### src/rtl/tx_cb_arb_pkg.sv
// Shared types and round-robin helper for the TX bonded-link packet arbiter.
// Pure declarations; no storage, no latency.
// No flow control; used by the arbiter FSM and candidate search.
package tx_cb_arb_pkg;

    typedef enum logic [0:0] {
        IDLE   = 1'b0,
        LOCKED = 1'b1
    } arb_state_t;

    localparam int MAX_SRC = 16;

    // First requester at or after ptr, wrapping modulo n; returns ptr when nothing requests.
    function automatic logic [3:0] rr_next(input logic [3:0] ptr,
                                           input logic [MAX_SRC-1:0] req,
                                           input int n);
        logic [3:0] r;
        int         idx;
        r = ptr;
        for (int k = MAX_SRC - 1; k >= 0; k--) begin
            if (k < n) begin
                idx = int'(ptr) + k;
                if (idx >= n) idx = idx - n;
                if (req[idx[3:0]]) r = idx[3:0];
            end
        end
        return r;
    endfunction

endpackage

### src/rtl/tx_cb_skid.sv
// Two-entry AXI-Stream register slice carrying {tdata, tkeep, tlast, tdest}.
// Latency: one cycle from accept to m_axis_* (registered head entry).
// Backpressure: can_accept comes from registered occupancy only, never from m_axis_tready.
module tx_cb_skid #(
    parameter int DWIDTH = 240,
    parameter int SRC_W  = 2
) (
    input  logic                clk,
    input  logic                rst,
    input  logic                beat_vld,
    input  logic [DWIDTH-1:0]   beat_tdata,
    input  logic [DWIDTH/8-1:0] beat_tkeep,
    input  logic                beat_tlast,
    input  logic [SRC_W-1:0]    beat_tdest,
    output logic                can_accept,
    output logic                m_axis_tvalid,
    output logic [DWIDTH-1:0]   m_axis_tdata,
    output logic [DWIDTH/8-1:0] m_axis_tkeep,
    output logic                m_axis_tlast,
    output logic [SRC_W-1:0]    m_axis_tdest,
    input  logic                m_axis_tready
);

    typedef struct packed {
        logic [DWIDTH-1:0]   tdata;
        logic [DWIDTH/8-1:0] tkeep;
        logic                tlast;
        logic [SRC_W-1:0]    tdest;
    } beat_t;

    beat_t      head;
    beat_t      tail;
    beat_t      in_beat;
    logic [1:0] count;
    logic       enq;
    logic       deq;

    assign in_beat       = {beat_tdata, beat_tkeep, beat_tlast, beat_tdest};
    // Held low during reset so no source sees ready while the arbiter is being cleared.
    assign can_accept    = !rst && (count != 2'd2);
    assign m_axis_tvalid = (count != 2'd0);
    assign enq           = beat_vld && can_accept;
    assign deq           = m_axis_tvalid && m_axis_tready;

    assign m_axis_tdata  = head.tdata;
    assign m_axis_tkeep  = head.tkeep;
    assign m_axis_tlast  = head.tlast;
    assign m_axis_tdest  = head.tdest;

    always_ff @(posedge clk or posedge rst) begin
        if (rst) begin
            head  <= '0;
            tail  <= '0;
            count <= 2'd0;
        end else begin
            case (count)
                2'd0: begin
                    if (enq) begin
                        head  <= in_beat;
                        count <= 2'd1;
                    end
                end
                2'd1: begin
                    if (enq && deq) begin
                        head <= in_beat;
                    end else if (enq) begin
                        tail  <= in_beat;
                        count <= 2'd2;
                    end else if (deq) begin
                        count <= 2'd0;
                    end
                end
                default: begin
                    if (deq) begin
                        head  <= tail;
                        count <= 2'd1;
                    end
                end
            endcase
        end
    end

endmodule

### src/rtl/tx_cb_pkt_arbiter.sv
// Packet-level round-robin arbiter feeding the bonded TX link; tags beats with source index.
// Latency: one cycle, accept to m_axis_* through a two-entry skid buffer.
// Backpressure: s_axis_tready follows registered buffer occupancy; m_axis_tready never reaches it.
module tx_cb_pkt_arbiter
    import tx_cb_arb_pkg::*;
#(
    parameter int  DWIDTH = 240,
    parameter int  N_SRC  = 4,
    localparam int SRC_W  = $clog2(N_SRC)
) (
    input  logic                clk,
    input  logic                rst,
    input  logic [DWIDTH-1:0]   s_axis_tdata [N_SRC-1:0],
    input  logic [DWIDTH/8-1:0] s_axis_tkeep [N_SRC-1:0],
    input  logic [N_SRC-1:0]    s_axis_tlast,
    input  logic [N_SRC-1:0]    s_axis_tvalid,
    output logic [N_SRC-1:0]    s_axis_tready,
    output logic [DWIDTH-1:0]   m_axis_tdata,
    output logic [DWIDTH/8-1:0] m_axis_tkeep,
    output logic                m_axis_tlast,
    output logic [SRC_W-1:0]    m_axis_tdest,
    output logic                m_axis_tvalid,
    input  logic                m_axis_tready,
    output logic                busy
);

    arb_state_t       state;
    logic [SRC_W-1:0] grant;
    logic [SRC_W-1:0] rr_ptr;
    logic [SRC_W-1:0] cand;
    logic [SRC_W-1:0] sel;
    logic [3:0]       cand4;
    logic             any_req;
    logic             sel_ok;
    logic             can_accept;
    logic             xfer;
    logic             sel_last;

    function automatic logic [SRC_W-1:0] wrap_inc(input logic [SRC_W-1:0] p);
        return (p == SRC_W'(N_SRC - 1)) ? '0 : p + 1'b1;
    endfunction

    assign cand4    = rr_next(4'(rr_ptr), 16'(s_axis_tvalid), N_SRC);
    assign cand     = cand4[SRC_W-1:0];
    assign any_req  = |s_axis_tvalid;
    assign sel      = (state == LOCKED) ? grant : cand;
    // In LOCKED the granted source owns the path even while its tvalid is low.
    assign sel_ok   = (state == LOCKED) || any_req;
    assign xfer     = sel_ok && can_accept && s_axis_tvalid[sel];
    assign sel_last = s_axis_tlast[sel];
    assign busy     = (state == LOCKED);

    always_comb begin
        s_axis_tready = '0;
        if (sel_ok && can_accept) s_axis_tready[sel] = 1'b1;
    end

    always_ff @(posedge clk or posedge rst) begin
        if (rst) begin
            state  <= IDLE;
            grant  <= '0;
            rr_ptr <= '0;
        end else begin
            case (state)
                IDLE: begin
                    if (xfer) begin
                        if (sel_last) begin
                            rr_ptr <= wrap_inc(cand);
                        end else begin
                            grant <= cand;
                            state <= LOCKED;
                        end
                    end
                end
                default: begin
                    if (xfer && sel_last) begin
                        rr_ptr <= wrap_inc(grant);
                        state  <= IDLE;
                    end
                end
            endcase
        end
    end

    tx_cb_skid #(
        .DWIDTH (DWIDTH),
        .SRC_W  (SRC_W)
    ) u_skid (
        .clk           (clk),
        .rst           (rst),
        .beat_vld      (xfer),
        .beat_tdata    (s_axis_tdata[sel]),
        .beat_tkeep    (s_axis_tkeep[sel]),
        .beat_tlast    (sel_last),
        .beat_tdest    (sel),
        .can_accept    (can_accept),
        .m_axis_tvalid (m_axis_tvalid),
        .m_axis_tdata  (m_axis_tdata),
        .m_axis_tkeep  (m_axis_tkeep),
        .m_axis_tlast  (m_axis_tlast),
        .m_axis_tdest  (m_axis_tdest),
        .m_axis_tready (m_axis_tready)
    );

endmodule

### config.mk
export PLATFORM = sky130hd
export DESIGN_NAME = tx_cb_pkt_arbiter
export DESIGN_NICKNAME = d
export VERILOG_FILES = /design/src/rtl/tx_cb_arb_pkg.sv /design/src/rtl/tx_cb_skid.sv /design/src/rtl/tx_cb_pkt_arbiter.sv
export SDC_FILE = /design/constraint.sdc
export NUM_CORES = 2
export LEC_CHECK = 0
export CAP_MARGIN = 20
export CELL_PAD_IN_SITES_DETAIL_PLACEMENT = 0
export CELL_PAD_IN_SITES_GLOBAL_PLACEMENT = 2
export CORE_AREA = 4 4 539 541
export DETAILED_ROUTE_END_ITERATION = 10
export DIE_AREA = 0 0 543 545
export PLACE_DENSITY = 0.55
export SYNTH_ARGS = -nofsm -noshare
export SYNTH_HDL_FRONTEND = slang
export SYNTH_SLANG_ARGS = --single-unit
### constraint.sdc
create_clock -name clk -period 29.2 [get_ports clk]
set_input_delay 5.84 -clock clk [delete_from_list [all_inputs] [get_ports clk]]
set_output_delay 5.84 -clock clk [all_outputs]
set_load 0.01 [all_outputs]
==> results by group <==
Cells and area
  • Layout cell share with drive strength beyond 1: 0.0789
  • Area growth syn-to-layout: 39.8%
  • Filler cell count in the final layout: 30,900
  • Post-route cell area: 69,500 sq um
  • Footprint of the multi-input gates: 31,000 sq um
  • Final #Nets: 8,203
  • Register cell area after layout: 13,900 sq um

GRT
  • First-pass GRT wire length: 458 mm
  • Initial antenna violation count: 219
  • Total global routing overflow: 0
  • Largest net degree at the start of global routing: 159
  • Overall routing resource usage: 0.215
  • Vias in the first global route: 53,100

Timing
  • Final setup skew: 0.0568 ns
  • Total negative slack: 0 ns
  • Final worst-path setup slack: 13.98 ns
  • Peak Freq: 65.7 MHz
  • Worst slew margin: 0.158
  • RSZ-0062 raised after global routing: no
  • Hold_ws: 0.489 ns
  • Worst slew pin tran: 1.26 ns
  • Max-slew violation count: 0
  • Final Hold Fails: 0
  • Final cycle utilization of the critical path: 0.521
  • Setup violators final: 0
  • Minimum clock period: 15.22 ns

Worst setup path
  • CP peak stage delay: 0.69 ns
  • Worst path top cell family by delay: buffers and inverters
  • CP dominant cell by count: clkdlybuf4s50_1
  • Worst Path Required: 23.36 ns
  • CP bufs+invs: 3
  • Startpoint type of the worst setup path: primary input
  • Crit-path max FO: 41
  • Worst-case reg-to-reg path depth: 14
  • CP Depth: 10
  • WS Path Type: in2out
  • Arr. time, crit path: 9.38 ns
  • CP max-delay cell: and2_4
  • Cells along the critical path: clkdlybuf4s50_1 > mux2i_1 > nand2_1 > a32oi_1 > and2_4 > a21oi_1 > buf_4 > nand2b_1 > nor2_1 > clkdlybuf4s50_1
  • CP Capture Type: output pin

Synthesis
  • Sequential fraction of the synthesis area: 0.278
  • Synth Area in Compound Gates: 0.278
  • Most common cell in the synthesized netlist: nand2_1
  • Syn Inst Count: 6,169
  • Post-Synth Adder-Cell Area: 0.00151
  • Yosys cell types: 54
  • Main flop type after synthesis: dfrtp_1
  • Cell taking the most area after synthesis: dfrtp_1
  • Syn nets: 7,266
  • Synth area leaders: dfrtp_1, mux2i_1, nand2_1, mux2_1, a22o_1
  • Seq cells post-synth: 553
  • XOR/XNOR share of the synthesized area: 0.000176
  • Mapped Area: 49,700 sq um
  • Main combinational cell family by area after synthesis: compound AO/OA/AOI/OAI gates
  • Mux share of post-synthesis cell area: 0.230
  • Ys async rst share: 1.00
  • Post-synth EDFFs: 0
  • Synth Area in Simple Gates: 0.113
  • Synth cell count leaders: nand2_1, mux2i_1, dfrtp_1
  • Yosys top cell area share: 0.278
  • Avg Cell Area, Syn: 8.06 sq um
  • Synthesis Warnings: 0

Power
  • P per Cell Area: 134 nW/um^2
  • VDD IR max: 0.000137 V
  • Leak pwr: 28.6 nW

Worst hold path
  • Worst Hold Class: reg2reg
  • Hold path cells: 1

Drt
  • Detail-routed net length per standard cell: 30.5 um
  • Antenna viol nets, final: 0
  • Via density: 4.97
  • WL final: 336 mm
  • Router iterations before antenna repair: 6
  • DRC: 0
  • Via count: 54,700
  • Iter 0 DRT Violations: 4,233

Clock tree
  • Clock Latency Late Sink: 0.73 ns
  • Worst-path clk slew: 0.05 ns
  • Post-CTS sizing: 0
  • H-tree levels: 3
  • Post-CTS setup buffer count: 0
  • Clk buf depth: 3
  • CTS tree: done
  • Clock sinks: 553
  • Cts hold-fix bufs: 0
  • Num CTS Buffers: 86
  • Clock root buffer: clkbuf_16

Die
  • Rows: 196
  • Initial Util: 0.174
  • Die H: 545 um
  • Horiz. Die Dim: 543 um
  • Io pins: 1,370
  • Die area: 296,000 sq um
  • Core Area: 285,000 sq um

Place
  • IO Port Bufs: 1,369
  • Placed standard-cell area: 66,400 sq um
  • Setup WS pre-CTS: 13.98 ns
  • GP Congestion: 0.836
  • Detail Placement HPWL: 232 mm

Flow run
  • Max Cap Viol: 0

Status
  • Status: finished, final reports clean
## worst paths after layout
path                                                   start                                    to  slack, ns
worst max-delay path                        s_axis_tvalid[0]                      s_axis_tready[1]      13.98
worst min-delay path            u_skid.tail[238]$_DFFE_PP0P_          u_skid.tail[238]$_DFFE_PP0P_       0.49
worst max register to register         rr_ptr[1]$_DFFE_PP0P_          u_skid.tail[174]$_DFFE_PP0P_      21.69
worst min register to register  u_skid.tail[238]$_DFFE_PP0P_          u_skid.tail[238]$_DFFE_PP0P_       0.49
max in group asynchronous                                rst  u_skid.m_axis_tdata[204]$_DFFE_PP0P_      20.03
min in group asynchronous                                rst           u_skid.tail[77]$_DFFE_PP0P_       5.64
## cells in the final DEF (no fill, tap or decap), types with 4 or more instances in the layout
cell type,netlist,layout
a21oi_1,276,276
a22o_1,270,270
a31o_2,270,270
buf_12,0,13
buf_4,27,103
bufinv_16,0,5
clkbuf_1,479,20
clkbuf_16,0,86
clkbuf_8,0,23
clkdlybuf4s50_1,0,1369
clkinv_2,0,10
dfrtp_1,553,549
dfrtp_4,0,4
diode_2,0,79
ha_1,6,6
inv_1,547,546
mux2_1,262,262
mux2_2,25,25
mux2i_1,819,819
nand2_1,824,822
nand3_1,274,273
nor2_1,279,278
o21ai_0,276,276
o21bai_1,270,270
o221ai_1,270,270
o22ai_1,270,270
## final cells by class
cell class	count	share of cell area
Multi-Input combinational cell	4431	0.447
Antenna cell	79	0.00285
Sequential cell	553	0.199
Clock buffer	129	0.0366
Timing Repair Buffer	1485	0.212
Inverter	549	0.0300
Clock inverter	23	0.00465
Tap cell	3762	0.0678
## logic make-up after synthesis
family	Yosys count
simple gates	1393
buf+inv	1185
compound gates	1924
mux	1107
xor+xnor	1
flops	553
fa+ha+maj	6
## worst register-to-register path: cells and delay by family, from the launching register on
family                     cells  cell delay, ns
DFF                            1            0.66
adders and majority gates      1            0.47
AOI/OAI and AO/OA              3            0.86
buffers and inverters          6            4.04
and+or+nand+nor                1            0.09
muxes                          3            1.24
## through the flow
stage | std cells | total power, W | util
finish | 11000 | 0.00930 | 0.244
global route | 11000 | 0.00992 | 0.243
CTS | 10900 | 0.00941 | 0.243
detailed placement | 10800 | 0.00824 | 0.233
global placement | 10800 | 0.00819 | 0.233
floorplan | 6169 | 0.00571 | -
## layer usage
layer  global-route usage  up-vias  part of all wire
met5                    0        -            0.0035
met4               0.0602      180             0.024
met3               0.0709      498             0.089
met2                0.353     2286              0.47
met1                0.268    27500              0.42
li1                     -    24300                 -
## sequential cells by signal, indices dropped and copies added, names as in the netlist, named ones only
register             flops
u_skid.m_axis_tkeep     30
u_skid.m_axis_tdest      2
u_skid.m_axis_tlast      1
u_skid.count             2
grant                    2
rr_ptr                   2
u_skid.m_axis_tdata    240
u_skid.tail            273
## power by group
group / switching (W) / internal [W] / total (W)
clock: 0.000458 / 0.000646 / 0.00110
sequential: 0.000289 / 0.00118 / 0.00147
combinational: 0.00407 / 0.00265 / 0.00672
total: 0.00482 / 0.00448 / 0.00930
Power figures use the tool's default switching activity.
